**src/rtl/alarm_pkg.sv**
```systemverilog
// Shared types and limits for the alarm timer: state encoding, digit width and the 59 ceiling.
package alarm_pkg;

    localparam int VAL_W = 6;
    localparam logic [VAL_W-1:0] MAX_VAL = 6'd59;

    typedef enum logic [1:0] {
        ST_IDLE  = 2'd0,
        ST_RUN   = 2'd1,
        ST_PAUSE = 2'd2,
        ST_ALERT = 2'd3
    } state_t;

endpackage

```
**src/rtl/alarm_timer_if.sv**
```systemverilog
// Control pulses and display outputs of the alarm timer. All inputs are single-cycle
// pulses sampled on the rising clock edge; outputs are registered and change one edge later.
interface alarm_timer_if;
    import alarm_pkg::*;

    logic             tick;
    logic             inc_min;
    logic             inc_sec;
    logic             start;
    logic             clr;
    logic [VAL_W-1:0] minutes;
    logic [VAL_W-1:0] seconds;
    logic             running;
    logic             alert;

    modport master (
        output tick, inc_min, inc_sec, start, clr,
        input  minutes, seconds, running, alert
    );

    modport slave (
        input  tick, inc_min, inc_sec, start, clr,
        output minutes, seconds, running, alert
    );

endinterface

```
**src/rtl/alarm_timer_mod60_counter.sv**
```systemverilog
// Modulo-60 digit register with load-zero, increment and decrement (wrapping both ways).
// o_borrow is high while the value is zero, i.e. the next decrement would borrow.
module mod60_counter
    import alarm_pkg::*;
(
    input  logic             clk,
    input  logic             rst_n,
    input  logic             i_zero,
    input  logic             i_inc,
    input  logic             i_dec,
    output logic [VAL_W-1:0] o_val,
    output logic             o_borrow
);

    logic [VAL_W-1:0] r_val;

    always_ff @(posedge clk or negedge rst_n) begin
        if (!rst_n) begin
            r_val <= '0;
        end else if (i_zero) begin
            r_val <= '0;
        end else if (i_inc) begin
            r_val <= (r_val == MAX_VAL) ? '0 : r_val + 1'b1;
        end else if (i_dec) begin
            r_val <= (r_val == '0) ? MAX_VAL : r_val - 1'b1;
        end
    end

    assign o_val    = r_val;
    assign o_borrow = (r_val == '0);

endmodule

```
**src/rtl/alarm_timer.sv**
```systemverilog
// Kitchen-style countdown timer: set mm:ss, run on 1 Hz ticks, alert for ALERT_TICKS ticks.
// Define ALARM_BLINK_EN to make alert toggle on every tick while alerting.
module alarm_timer
    import alarm_pkg::*;
#(
    parameter int ALERT_TICKS = 10
) (
    input  logic          clk,
    input  logic          rst_n,
    alarm_timer_if.slave  bus,
    output state_t        o_dbg_state
);

    localparam logic [7:0] LAST_TICK = 8'(ALERT_TICKS - 1);

    state_t           r_state;
    state_t           w_next;
    logic [7:0]       r_acnt;
    logic [7:0]       w_acnt_next;
    logic             r_alert;
    logic             w_alert_next;
    logic             r_running;
    logic             w_zero;
    logic             w_sec_inc;
    logic             w_sec_dec;
    logic             w_min_inc;
    logic             w_min_dec;
    logic             w_sec_borrow;
    logic             w_min_borrow;
    logic [VAL_W-1:0] w_sec_val;
    logic [VAL_W-1:0] w_min_val;

    mod60_counter u_sec (
        .clk      (clk),
        .rst_n    (rst_n),
        .i_zero   (w_zero),
        .i_inc    (w_sec_inc),
        .i_dec    (w_sec_dec),
        .o_val    (w_sec_val),
        .o_borrow (w_sec_borrow)
    );

    mod60_counter u_min (
        .clk      (clk),
        .rst_n    (rst_n),
        .i_zero   (w_zero),
        .i_inc    (w_min_inc),
        .i_dec    (w_min_dec),
        .o_val    (w_min_val),
        .o_borrow (w_min_borrow)
    );

    // Priority: clr > start > tick > inc_*.
    always_comb begin
        w_next       = r_state;
        w_acnt_next  = r_acnt;
        w_alert_next = r_alert;
        w_zero       = 1'b0;
        w_sec_inc    = 1'b0;
        w_sec_dec    = 1'b0;
        w_min_inc    = 1'b0;
        w_min_dec    = 1'b0;
        if (bus.clr) begin
            w_next       = ST_IDLE;
            w_zero       = 1'b1;
            w_acnt_next  = '0;
            w_alert_next = 1'b0;
        end else begin
            case (r_state)
                ST_IDLE: begin
                    if (bus.start && !(w_sec_borrow && w_min_borrow)) begin
                        w_next = ST_RUN;
                    end else begin
                        w_min_inc = bus.inc_min;
                        w_sec_inc = bus.inc_sec;
                    end
                end
                ST_RUN: begin
                    if (bus.start) begin
                        w_next = ST_PAUSE;
                    end else if (bus.tick) begin
                        w_sec_dec = 1'b1;
                        w_min_dec = w_sec_borrow;
                        // This tick lands on 00:00, so alert starts on the same edge.
                        if (w_min_borrow && w_sec_val == 6'd1) begin
                            w_next       = ST_ALERT;
                            w_alert_next = 1'b1;
                            w_acnt_next  = '0;
                        end
                    end
                end
                ST_PAUSE: begin
                    if (bus.start) w_next = ST_RUN;
                end
                ST_ALERT: begin
                    if (bus.start) begin
                        w_next       = ST_IDLE;
                        w_alert_next = 1'b0;
                        w_acnt_next  = '0;
                    end else if (bus.tick) begin
                        if (r_acnt == LAST_TICK) begin
                            w_next       = ST_IDLE;
                            w_alert_next = 1'b0;
                            w_acnt_next  = '0;
                        end else begin
                            w_acnt_next = r_acnt + 1'b1;
`ifdef ALARM_BLINK_EN
                            w_alert_next = !r_alert;
`endif
                        end
                    end
                end
                default: w_next = ST_IDLE;
            endcase
        end
    end

    always_ff @(posedge clk or negedge rst_n) begin
        if (!rst_n) begin
            r_state   <= ST_IDLE;
            r_acnt    <= '0;
            r_alert   <= 1'b0;
            r_running <= 1'b0;
        end else begin
            r_state   <= w_next;
            r_acnt    <= w_acnt_next;
            r_alert   <= w_alert_next;
            r_running <= (w_next == ST_RUN);
        end
    end

    assign bus.minutes = w_min_val;
    assign bus.seconds = w_sec_val;
    assign bus.running = r_running;
    assign bus.alert   = r_alert;
    assign o_dbg_state = r_state;

endmodule

```
**src/flat_wrapper.sv**
```systemverilog
// flat-port wrapper written by rule: the top's interface ports become plain ports
module alarm_timer_flat import alarm_pkg::*;
#(
    parameter int ALERT_TICKS = 10
)
  (clk, rst_n, o_dbg_state, bus_tick, bus_inc_min, bus_inc_sec, bus_start, bus_clr, bus_minutes, bus_seconds, bus_running, bus_alert);
  alarm_timer_if bus_i ();
  input  logic clk;
  input  logic rst_n;
  output state_t o_dbg_state;
  input wire logic [$bits(bus_i.tick)-1:0] bus_tick;
  input wire logic [$bits(bus_i.inc_min)-1:0] bus_inc_min;
  input wire logic [$bits(bus_i.inc_sec)-1:0] bus_inc_sec;
  input wire logic [$bits(bus_i.start)-1:0] bus_start;
  input wire logic [$bits(bus_i.clr)-1:0] bus_clr;
  output wire logic [$bits(bus_i.minutes)-1:0] bus_minutes;
  output wire logic [$bits(bus_i.seconds)-1:0] bus_seconds;
  output wire logic [$bits(bus_i.running)-1:0] bus_running;
  output wire logic [$bits(bus_i.alert)-1:0] bus_alert;
  assign bus_i.tick = bus_tick;
  assign bus_i.inc_min = bus_inc_min;
  assign bus_i.inc_sec = bus_inc_sec;
  assign bus_i.start = bus_start;
  assign bus_i.clr = bus_clr;
  assign bus_minutes = bus_i.minutes;
  assign bus_seconds = bus_i.seconds;
  assign bus_running = bus_i.running;
  assign bus_alert = bus_i.alert;
  alarm_timer #(.ALERT_TICKS(ALERT_TICKS)) u_core (.clk(clk), .rst_n(rst_n), .bus(bus_i), .o_dbg_state(o_dbg_state));
endmodule
```
**config.mk**
```make
export PLATFORM = sky130hd
export DESIGN_NAME = alarm_timer_flat
export DESIGN_NICKNAME = d
export VERILOG_FILES = /design/src/rtl/alarm_pkg.sv /design/src/rtl/alarm_timer_if.sv /design/src/rtl/alarm_timer_mod60_counter.sv /design/src/rtl/alarm_timer.sv /design/src/flat_wrapper.sv
export SDC_FILE = /design/constraint.sdc
export NUM_CORES = 1
export LEC_CHECK = 0
export BUFFER_PORTS_ARGS = -buffer_cell sky130_fd_sc_hd__buf_4
export CORE_ASPECT_RATIO = 1.25
export CORE_MARGIN = 4
export CORE_UTILIZATION = 25
export DETAILED_ROUTE_END_ITERATION = 10
export GPL_TIMING_DRIVEN = 0
export HOLD_SLACK_MARGIN = 0.12
export PLACE_DENSITY = 0.45
export RECOVER_POWER = 100
export SLEW_MARGIN = 0
export SYNTH_ARGS = -nofsm -noshare
export SYNTH_HDL_FRONTEND = slang
export SYNTH_SLANG_ARGS = --single-unit
```
**constraint.sdc**
```tcl
create_clock -name clk -period 2.18 [get_ports clk]
set_input_delay 0.218 -clock clk [delete_from_list [all_inputs] [get_ports clk]]
set_output_delay 0.218 -clock clk [all_outputs]
set_load 0.01 [all_outputs]
```
Word level (Yosys, flattened, before mapping)
Index checks and enable logic that the tools add are counted.
Word-level totals
  input port bits: 7
  register bits: 24
  output and inout port bits: 16
  word-level logic and storage cells: 87
Operators by class
  add/subtract/negate cells: 5
  reduce and logical (&&, ||, !) cells: 12
  muxes and demuxes: 51
  equality and inequality tests: 13
Operator list (count)
  $mux 6: 10
  $mux 8: 7
  $mux 1: 22
  $mux 2: 9
  $pmux 8 s2: 1
  $add 6x1->6 const B: 2
  $eq 6x6->1 const B: 2
  $logic_not 6->1: 2
  $sub 6x1->6 const B: 2
  $reduce_bool 3->1: 3
  $add 8x1->8 const B: 1
  $eq 8x4->1 const B: 1
  $pmux 2 s4: 1
  $eq 6x1->1 const B: 1
  $ne 3x3->1 const B: 2
  $reduce_and 6->1: 1
  $reduce_and 5->1: 1
  $eq 2x1->1 const B: 2
  $eq 2x2->1 const B: 2
  $ne 4x3->1 const B: 1
  $ne 4x4->1 const B: 1
  $logic_and 1x1->1: 3
  $ne 3x2->1 const B: 1
  $logic_not 2->1: 1
  2 further kinds: 2

Longest topological paths before layout
  depth in word-level cells: 9
  gate-level depth with buffers: 8
  mapped depth without buffers: 7

Hierarchy
A second synthesis with hierarchy kept.
Unflattened totals
  cells, all modules: 223
  area, all modules: 1991.9 µm²
Modules (own cells, without submodules)
  alarm_timer: cells each 83, times used 1, seq. area each 300.3 µm², area each 842.1 µm²
  mod60_counter (u_core.u_sec): cells each 72, times used 1, seq. area each 150.1 µm², area each 580.6 µm²
  mod60_counter (u_core.u_min): cells each 68, times used 1, seq. area each 150.1 µm², area each 569.3 µm²

Worst setup path before layout
Ideal clock, no wire load.
  kind: register to register
  start point: register u_core.u_min.r_val[0] (netlist: u_core.u_min.o_val[0])
  end point: register u_core.u_sec.r_val[4] (netlist: u_core.u_sec.o_val[4])
  slack: -50 ps
  stages on the path, launching flop included: 9
  required time: 2098 ps
  data arrival time: 2148 ps
  period minus slack after synthesis: 2230 ps
  path buffers: 1
  library setup time: 82 ps
  path through: dfrtp_1 > inv_1 > ha_1 > nor3b_2 > a41oi_4 > or2_1 > buf_6 > or4_1 > a31oi_1
Between the ends
  word-level cells in the longest chain between the ends: 9
  elaborated cells between the ends (all ways): 10
  those cells by class: mux: 5; reduce/logical: 5
Ends and longest elaborated chain
  start, declared: RTL line alarm_timer_mod60_counter.sv:15  | logic [VAL_W-1:0] r_val;
  start signal, assigned: RTL line alarm_timer_mod60_counter.sv:23  | r_val <= (r_val == MAX_VAL) ? '0 : r_val + 1'b1;
  start signal, assigned: RTL line alarm_timer_mod60_counter.sv:25  | r_val <= (r_val == '0) ? MAX_VAL : r_val - 1'b1;
  $logic_not 6->1 *: RTL line alarm_timer_mod60_counter.sv:30  | assign o_borrow = (r_val == '0);
  $logic_and 1x1->1 *: RTL line alarm_timer.sv:71  | if (bus.start && !(w_sec_borrow && w_min_borrow)) begin
  $logic_not 1->1 *: RTL line alarm_timer.sv:71
  $logic_and 1x1->1 *: RTL line alarm_timer.sv:71
  $mux 1 *: RTL line alarm_timer.sv:71
  $mux 1 *: RTL line alarm_timer.sv:69  | case (r_state)
  $mux 1 *: RTL line alarm_timer.sv:63  | if (bus.clr) begin
  $mux 6: RTL line alarm_timer_mod60_counter.sv:22  | end else if (i_inc) begin
  $mux 6: RTL line alarm_timer_mod60_counter.sv:20  | end else if (i_zero) begin
  end signal, assigned: RTL line alarm_timer_mod60_counter.sv:23
  end signal, assigned: RTL line alarm_timer_mod60_counter.sv:25
  end, declared: RTL line alarm_timer_mod60_counter.sv:15
Mark *: on every way between the ends. The rest lies on a longest branch, timed or not.
A chain may end at the register's enable or synchronous reset.

Worst setup path in the final report
  start point: register u_core.u_sec.r_val[2] (netlist: u_core.u_sec.o_val[2])
  end point: register u_core.u_sec.r_val[4] (netlist: u_core.u_sec.o_val[4])
Between the ends
  word-level cells in the longest chain between the ends: 9
  elaborated cells between the ends (all ways): 16
  those cells by class: add/sub: 2; eq/ne: 1; mux: 8; reduce/logical: 5
Ends and longest elaborated chain
  branches (longest 9 deep; another with $sub 6x1->6)
Parallel ways; which one is timed is not known. The select of a mux whose other input is x is not followed.

==> run metrics <==
Flop pwr share=31.3%; sequential share of the synthesized area=between 30 and 40%; Leak=roughly 0.97 nW; global-route wire length before repair=roughly 9100 microns; DRT Wirelength=5420 microns; critical path class=flip-flop to flip-flop; CP arrival=between 2 and 2.5 ns; setup TNS=0 ns; Worst Path Required=roughly 2.4 ns; post-synthesis mux area share=0%; num rows=34; largest family of logic cells by synthesized area=compound AO/OA/AOI/OAI gates; skew final=between 0.006 and 0.007 ns; hpwl dp=approximately 3800 microns; Max Slew Vio Count=0; area of the multi-input gates=between 1000 and 1500 sq um; hold crit path type=primary input to flip-flop; Sw Ratio=between 40 and 50%; Worst setup EP type=flip-flop; Synth Cell Area=~1900 sq um; ys flop type=dfrtp_1; Register Area=608 sq um; Routed WL per cell=15.4 microns; largest net degree at the start of global routing=25; post-synthesis compound-gate area fraction=between 20% and 30%; latest clock arrival within the worst-skew pair=roughly 0.27 ns; post-synth top area share=between 30% and 40%; f_max=about 0.47 GHz; clk slew on worst S/H paths=roughly 0.09 ns; Max FO, Critical Path=6; sw power=0.858 mW; post-layout util=about a third; post-synthesis adder-cell area fraction=5.39%; Bufs and invs on worst path=2; Worst setup SP type=flip-flop; gr usage total=approximately an eighth; slowest CP cell=or4_4; endpoints failing setup=0; port bufs=21; post-synthesis register bit count=24; post-route ant nets=0; Int Power=between 1 and 1.5 mW; clock power share=19.0%; Yosys cell types=53; crit share post-route=97.7%; number of buffers created by CTS=3; FFs w/ async S/R, synth=100%; Synth top cells by count=nand2_1 (26), dfrtp_1 (24), nor2_1 (22), o21ai_0 (16), clkbuf_1 (11); fin nets=between 200 and 300; Post-Synth Simple-Gate Area=27.2%; Final min period=about 2.1 ns; share of cells above drive strength 1=between 20 and 30%; die width=between 80 and 90 microns; Max VDD drop=around 0.41 mV; vias in the first global route=~1900; Fillers=750; Final Total Pwr=2.11 mW; number of antenna diodes=0; delay of the slowest cell on the worst path=~0.43 ns; P per Cell Area=around 870 nW/um^2; GP Congestion=between 0.7 and 0.8; number of I/O pins=23; Longest Clk Path Bufs=2; CTS Sinks=24; CTS tree=built; delay-heaviest family, CP=simple AND/OR/NAND/NOR gates; EDFF count, synth=0; Yosys top cell by area=dfrtp_1; top post-synthesis cells by area=dfrtp_1 (32%), ha_1 (5.4%), nand2_1 (5.3%); core area=just over 7000 sq um; initial antenna violation count=0; max-cap viol count=0; Area Overhead vs Synth=30.7%; DRC viols=0; DR vias/cell=5.27; most used cell, CP=buf_6; 1st-pass router iterations=4; Combinational Power Share=between 40% and 50%; First DRT Iteration DRCs=129; status=finished clean; Mapped Nets=240; count leader, synth=nand2_1; clock root cell=clkbuf_8; Syn. warnings=0; WHS=about 0.31 ns; Die Height=around 100 microns; cells after synthesis=approximately 230; Final Hold Vio Count=0; die area=around 8900 sq um; via count=1855; Post-Synth XOR/XNOR Area=less than 1%; Slew headroom=slightly below 4%; Tightest Pin Transition=between 1 and 1.5 ns; Initial Util=26.1%; H-Tree Depth=1; crit-path cells=buf_6 > nor4_4 > a41oi_4 > or2_1 > buf_6 > or4_4 > a31oi_4; RSZ-0062 raised after global routing=true; Congestion Overflow GR=0; Syn Area/Cell=a little over 8 sq um
[cell type report]
cell class / instances / area share, %
Multi-Input combinational cell: 176 / 51.6
Buffer: 10 / 2.68
Tap cell: 90 / 4.64
Clock buffer: 3 / 1.70
Timing Repair Buffer: 38 / 11.3
Clock inverter: 1 / 1.24
Sequential cell: 24 / 25.1
Inverter: 10 / 1.75
[layer usage]
| layer | vias to the layer above | global-route usage (%) | wire length (microns) |
|---|---|---|---|
| li1 | 919 | - | - |
| met4 | 0 | 3.05 | 64 |
| met1 | 906 | 15.2 | 2450 |
| met3 | 6 | 1.58 | 152 |
| met5 | - | 0 | 0 |
| met2 | 24 | 22.1 | 2750 |
[worst paths after layout]
kind / startpoint / endpoint / slack, ns / cells past startpoint
max: u_core.u_sec.o_val[2]$_DFFE_PN0P_ / u_core.u_sec.o_val[4]$_DFFE_PN0P_ / 0.05 / 7
min: bus_start / u_core.o_dbg_state[0]$_DFF_PN0_ / 0.31 / 3
max reg2reg: u_core.u_sec.o_val[2]$_DFFE_PN0P_ / u_core.u_sec.o_val[4]$_DFFE_PN0P_ / 0.05 / 7
min reg2reg: u_core.r_acnt[7]$_DFFE_PN0P_ / u_core.r_acnt[7]$_DFFE_PN0P_ / 0.49 / 1
max in group asynchronous: rst_n / u_core.u_min.o_val[1]$_DFFE_PN0P_ / 0.42 / 2
min in group asynchronous: rst_n / u_core.u_min.o_val[4]$_DFFE_PN0P_ / 0.81 / 2
[worst min-delay path: cells and delay by family]
family                 cells  cell delay [ns]
buffers and inverters      1             0.13
AOI/OAI and AO/OA          2             0.19
[power by group through the flow]
| stage | clock network, mW | registers [mW] | logic, mW |
|---|---|---|---|
| floorplan | 0 | 0.611 | 0.645 |
| global placement | 0 | 0.597 | 0.961 |
| detailed placement | 0 | 0.596 | 0.955 |
| CTS | 0.423 | 0.578 | 1.06 |
| global route | 0.436 | 0.681 | 1.14 |
| finish | 0.402 | 0.660 | 1.05 |
[layout by cell type (no fill, tap or decap), types with 4 or more instances in the layout]
cell type | netlist | final
a211oi_1 | 6 | 6
a21oi_1 | 8 | 8
buf_4 | 1 | 32
clkbuf_1 | 11 | 9
dfrtp_1 | 24 | 18
dfrtp_2 | 0 | 6
ha_1 | 8 | 7
inv_1 | 10 | 8
nand2_1 | 26 | 26
nand3_1 | 10 | 10
nor2_1 | 22 | 21
nor3_1 | 9 | 7
o211ai_1 | 7 | 7
o21a_1 | 4 | 4
o21ai_0 | 16 | 15
[registers in the layout (all words and copies together), names as in the netlist]
name / count
u_core.u_min.o_val: 6
u_core.bus.running: 1
u_core.r_acnt: 8
u_core.o_dbg_state: 2
u_core.bus.alert: 1
u_core.u_sec.o_val: 6
[timing repair]
action                                  in CTS  in global routing
gates cloned                                 0                  2
gates resized for setup                      7                 27
buffers inserted                             6                  8
endpoints found under the hold margin       24                  0
endpoints found under the setup margin      11                 15
hold buffers                                 1                  0
pin swaps                                    3                  8
[cells by family after synthesis]
family          count (synthesis)
simple gates                   96
compound gates                 71
fa+ha+maj                       8
buf+inv                        25
xor+xnor                        1
flops                          24
[stage by stage]
step | setup slack (ns) | cells | instance area (sq um)
2_1_floorplan | 0.000585 | 225 | 1860
3_3_place_gp | -0.205 | 336 | 2130
6_report | 0.0510 | 352 | 2420
3_5_place_dp | -0.219 | 336 | 2130
5_1_grt | -0.0109 | 352 | 2420
4_1_cts | -0.0407 | 346 | 2300
No activity file was read; power rests on OpenSTA's default activity.
